[config.mk]
export PLATFORM = sky130hd
export DESIGN_NAME = sum_threshold_detector
export DESIGN_NICKNAME = d
export VERILOG_FILES = /design/src/rtl/sum_threshold_detector_pkg.sv /design/src/rtl/sum_threshold_detector_sat_counter.sv /design/src/rtl/sum_threshold_detector.sv
export SDC_FILE = /design/constraint.sdc
export NUM_CORES = 1
export LEC_CHECK = 0
export BUFFER_PORTS_ARGS = -buffer_cell sky130_fd_sc_hd__buf_2
export CAP_MARGIN = 30
export CORE_UTILIZATION = 30
export CTS_CLUSTER_DIAMETER = 120
export DETAILED_ROUTE_END_ITERATION = 12
export PLACE_DENSITY = 0.54
export SYNTH_ARGS = -nofsm -noshare
export SYNTH_HDL_FRONTEND = slang
export SYNTH_HIERARCHICAL = 1
export SYNTH_SLANG_ARGS = --single-unit
[constraint.sdc]
create_clock -name clk -period 4.7 [get_ports clk]
set_input_delay 0 -clock clk [delete_from_list [all_inputs] [get_ports clk]]
set_output_delay 0 -clock clk [all_outputs]
set_load 0.03 [all_outputs]
[src/rtl/sum_threshold_detector_pkg.sv]
// rtl/sum_threshold_detector_pkg.sv - state encodings and sizing helper for the sum threshold detector
package sum_threshold_detector_pkg;

    typedef enum logic [1:0] {
        S_IDLE  = 2'd0,
        S_QUAL  = 2'd1,
        S_ALARM = 2'd2,
        S_HOLD  = 2'd3
    } det_state_t;

    // Counter width that can hold values 0..max_val, never narrower than one bit.
    function automatic int cnt_width(input int max_val);
        int w;
        w = $clog2(max_val + 1);
        return (w < 1) ? 1 : w;
    endfunction

endpackage

[src/rtl/sum_threshold_detector_sat_counter.sv]
// rtl/sum_threshold_detector_sat_counter.sv - up counter that saturates at all-ones (module sat_counter)
module sat_counter #(
    parameter int WIDTH = 8
) (
    input  logic             clk,
    input  logic             reset,
    input  logic             inc,
    output logic [WIDTH-1:0] count
);

    always_ff @(posedge clk or posedge reset) begin
        if (reset) begin
            count <= '0;
        end else if (inc && (count != {WIDTH{1'b1}})) begin
            count <= count + 1'b1;
        end
    end

endmodule

[src/rtl/sum_threshold_detector.sv]
// rtl/sum_threshold_detector.sv - debounced high-sum alarm with hysteresis, hold-off and event count
// Optional peak tracking is built only when PEAK_TRACK_EN is defined.
module sum_threshold_detector
    import sum_threshold_detector_pkg::*;
#(
    parameter int               WIDTH     = 8,
    parameter logic [WIDTH-1:0] HI_THRESH = 8'd192,
    parameter logic [WIDTH-1:0] LO_THRESH = 8'd64,
    parameter int               CONFIRM   = 3,
    parameter int               HOLD      = 4
) (
    input  logic             clk,
    input  logic             reset,
    input  logic [WIDTH-1:0] sum,
    output logic             alarm,
    output logic             alarm_rise,
    output logic [7:0]       alarm_count,
    output logic [WIDTH-1:0] peak
);

    localparam int QW = cnt_width(CONFIRM - 1);
    localparam int HW = cnt_width(HOLD);
    localparam logic [QW-1:0] Q_LAST = QW'(CONFIRM - 1);
    localparam logic [HW-1:0] H_LAST = HW'(HOLD);

    det_state_t    state, state_next;
    logic [QW-1:0] qcnt, qcnt_next;
    logic [HW-1:0] hcnt, hcnt_next;
    logic          rise_next;
    logic          is_high, is_low;

    assign is_high = (sum >= HI_THRESH);
    assign is_low  = (sum <= LO_THRESH);

    always_comb begin
        state_next = state;
        qcnt_next  = qcnt;
        hcnt_next  = hcnt;
        rise_next  = 1'b0;
        case (state)
            S_IDLE: begin
                if (is_high) begin
                    if (CONFIRM == 1) begin
                        state_next = S_ALARM;
                        rise_next  = 1'b1;
                    end else begin
                        state_next = S_QUAL;
                        qcnt_next  = QW'(1);
                    end
                end
            end
            S_QUAL: begin
                if (!is_high) begin
                    state_next = S_IDLE;
                    qcnt_next  = '0;
                end else if (qcnt == Q_LAST) begin
                    state_next = S_ALARM;
                    qcnt_next  = '0;
                    rise_next  = 1'b1;
                end else begin
                    qcnt_next = qcnt + 1'b1;
                end
            end
            S_ALARM: begin
                if (is_low) begin
                    if (HOLD == 0) begin
                        state_next = S_IDLE;
                    end else begin
                        state_next = S_HOLD;
                        hcnt_next  = HW'(1);
                    end
                end
            end
            S_HOLD: begin
                // A high sample re-arms directly; it is a continuation, not a new event.
                if (is_high) begin
                    state_next = S_ALARM;
                    hcnt_next  = '0;
                end else if (hcnt == H_LAST) begin
                    state_next = S_IDLE;
                    hcnt_next  = '0;
                end else begin
                    hcnt_next = hcnt + 1'b1;
                end
            end
            default: state_next = S_IDLE;
        endcase
    end

    always_ff @(posedge clk or posedge reset) begin
        if (reset) begin
            state      <= S_IDLE;
            qcnt       <= '0;
            hcnt       <= '0;
            alarm      <= 1'b0;
            alarm_rise <= 1'b0;
        end else begin
            state      <= state_next;
            qcnt       <= qcnt_next;
            hcnt       <= hcnt_next;
            alarm      <= (state_next == S_ALARM) || (state_next == S_HOLD);
            alarm_rise <= rise_next;
        end
    end

    sat_counter #(
        .WIDTH (8)
    ) u_alarm_count (
        .clk   (clk),
        .reset (reset),
        .inc   (rise_next),
        .count (alarm_count)
    );

`ifdef PEAK_TRACK_EN
    logic [WIDTH-1:0] peak_q;

    always_ff @(posedge clk or posedge reset) begin
        if (reset) begin
            peak_q <= '0;
        end else if (sum > peak_q) begin
            peak_q <= sum;
        end
    end

    assign peak = peak_q;
`else
    assign peak = '0;
`endif

endmodule

==> flow_summary.yaml <==
place:
  dp_hpwl_mm: 1.38
  io_buffers: 19
  place_congestion: 0.788
  place_area_um2: 1120
synthesis:
  synthSimpleGateAreaFrac_pct: 18.7
  synth_compound_area_share_pct: 18.9
  synth_top_family_by_area: "compound AO/OA/AOI/OAI gates"
  synth_seq_area_share_pct: 42.0
  ys_types: 38
  yosysWarnings: 6
  synth-xor-area-share_pct: 0.865
  netlist_instances: 96
  synth_edf_count: 0
  syn_area_per_cell_um2: 10.5
  async_flop_share_pct: 100
  synthFlopType: "dfrtp_1"
  synthAdderAreaFrac_pct: 3.71
  ys_ff_latch: 17
  synth_area_um2: 1010
  synth_mux_area_share_pct: 5.93
sta:
  rsz0062_at_grt: "no"
  max_freq_mhz: 510
  timing_max_transition_violations_final: 0
  hold_viol_final: 0
  fin_crit_sh_pct: 41.7
  fin_skew_ns: 0.00397
  period_minus_slack_ns: 1.96
  setup_viol: 0
  whs_ns: 0.0595
  fin_setup_tns_ns: 0
cts:
  path_clk_slew_ns: 0.11
  ctsRootBufferMaster: "clkbuf_4"
  cts_num_sinks: 17
  clockBufferDepth: 2
  cts_resized: 0
  numCtsBuffers: 3
  htree_levels: 1
  cts_tree: "done"
  clk_latency_ns: 0.30
layout:
  drive_above_1_share_pct: 29.9
  final_nets: 131
  diodes: 0
  syn_to_final_growth_pct: 14.0
  post-route-util_pct: 36.9
  design_area_um2: 1150
critical_path:
  worst_setup_path_end_kind: "register"
  cp_max_fo: 13
  cp_data_arrival_time_ns: 2.16
  setup.worst_path.start: "state[1]"
  start_kind: "register"
  worstSetupPathType: "register to register"
  reg2reg_from: "state[1]"
  crit_required_ns: 4.90
floorplanning:
  die_h_um: 60.1
  io_pins: 28
  placementRows: 20
  die_w_um: 60.1
  initial_core_util_pct: 32.4
  coreArea_um2: 3130
  dieArea_um2: 3610
detailed_routing:
  met2WireLength_um: 861
  drc: 0
  wl_per_cell_um: 11.6
  drt_iter0_drc: 15
  routed_via_density: 4.96
  routed.top_layer: "met4"
  num_vias: 798
  ant_nets: 0
  drt_wl_total_mm: 1.87
  dr_wl_met3_um: 76
  wl_met1_um: 874
  dr.pass1.iters: 4
pwr:
  vdd_ir_drop_max_mv: 0.106
  finalPower_mw: 0.394
  p_leak_nw: 0.554
  p_per_area_nw_per_um2: 341
global_route:
  overflow: 0
  grt_antenna_before_repair: 0
  grt_usage_pct: 12.5
  grt_start_max_net_pins: 14
  grt_pass1_wl_mm: 3.21
  grt_pass1_vias: 714
status:
  status: "completed"
flow_run:
  maxCapViolations: 0
worst_hold_path:
  hp-start: "sum[6]"
  hold_class: "primary input to register"
## critical path, stage by stage, from the launching register on
cell     delay [ns]
dfrtp_1        0.54
nor4_1         0.41
buf_2          0.25
nand3_1        0.13
nor3_1         0.19
mux2_1         0.34
## cells in the mapped netlist (2+ instances only)
| cell | instances | share of area, % |
|---|---|---|
| ha_1 | 3 | 3.7 |
| nand2_1 | 6 | 2.2 |
| inv_1 | 5 | 1.9 |
| o21bai_1 | 2 | 1.5 |
| buf_2 | 2 | 0.99 |
| a21oi_1 | 2 | 0.99 |
| a31oi_1 | 2 | 1.2 |
| buf_4 | 9 | 6.7 |
| dfrtp_1 | 17 | 42 |
| mux2_1 | 3 | 3.3 |
| o21ai_0 | 4 | 2.0 |
| nor3_1 | 2 | 0.99 |
| nand3_1 | 4 | 2.0 |
| nand4_1 | 6 | 3.7 |
| nor2_1 | 5 | 1.9 |
| a32o_1 | 2 | 2.0 |
## area by class of cell
| class | count | area (µm²) |
|---|---|---|
| Multi-Input combinational cell | 70 | 517 |
| Timing Repair Buffer | 21 | 110 |
| Sequential cell | 17 | 425 |
| Clock buffer | 3 | 22.5 |
| Tap cell | 44 | 55.1 |
| Inverter | 5 | 18.8 |
| Fill cell | 320 | 1970 |
| Clock inverter | 1 | 5.00 |
## through the flow
| stage | cells | setup slack, ns |
|---|---|---|
| detailed placement | 156 | 2.78 |
| finish | 161 | 2.74 |
| global placement | 155 | 2.27 |
| global route | 161 | 2.61 |
| CTS | 161 | 2.74 |
| floorplan | 103 | 2.53 |
## per-layer routing
metal	GRT usage (%)	vias to the layer above
li1	-	386
met1	15.8	387
met2	17.9	21
met3	3.03	4
met4	9.97	0
met5	0	-
## what timing repair did
| action | 4_1_cts | 5_1_grt |
|---|---|---|
| hold endpoints to repair | 17 | 0 |
| hold buffers | 1 | 0 |
| buffers inserted | 0 | 0 |
## kinds of logic after synthesis
kind of cell | after synthesis
and+or+nand+nor | 29
AOI/OAI and AO/OA | 24
DFF | 17
buffers and inverters | 16
muxes | 5
adders and majority gates | 3
other | 1
xor gates and xnor gates | 1
## power breakdown
part           switching [mW]  internal, mW  total (mW)
logic                  0.0587        0.0493       0.108
registers              0.0305         0.171       0.202
clock network          0.0521        0.0318      0.0839
total                   0.141         0.252       0.394
## registers in the layout, summed over array words and instances (netlist names)
| register | cells |
|---|---|
| alarm | 1 |
| alarm_rise | 1 |
| hcnt | 3 |
| qcnt | 2 |
| state | 2 |
| u_alarm_count/count | 8 |
## cell usage in the layout, fill, tap and decap left out, drive strengths merged, types with 2 or more instances in the layout
cell / instances
nand3: 4
o21bai: 3
nor4: 2
a31oi: 2
a22o: 3
nor2: 5
a32o: 2
inv: 5
buf: 20
ha: 3
dfrtp: 17
mux2: 5
nand2: 6
clkbuf: 3
nor3: 2
o21ai: 6
nand4: 7
conb: 8
a21oi: 2
## final timing paths
path | to | slack [ns] | cells after the start
setup / recovery | u_alarm_count/count[7] | 2.74 | 5
hold / removal | state[1] | 0.06 | 2
setup reg to reg | u_alarm_count/count[7] | 2.74 | 5
hold reg to reg | qcnt[1] | 0.52 | 1
max in group asynchronous | hcnt[1] | 4.26 | 3
min in group asynchronous | u_alarm_count/count[2] | 0.18 | 3
Note: power is estimated with default switching activity, not from simulation.
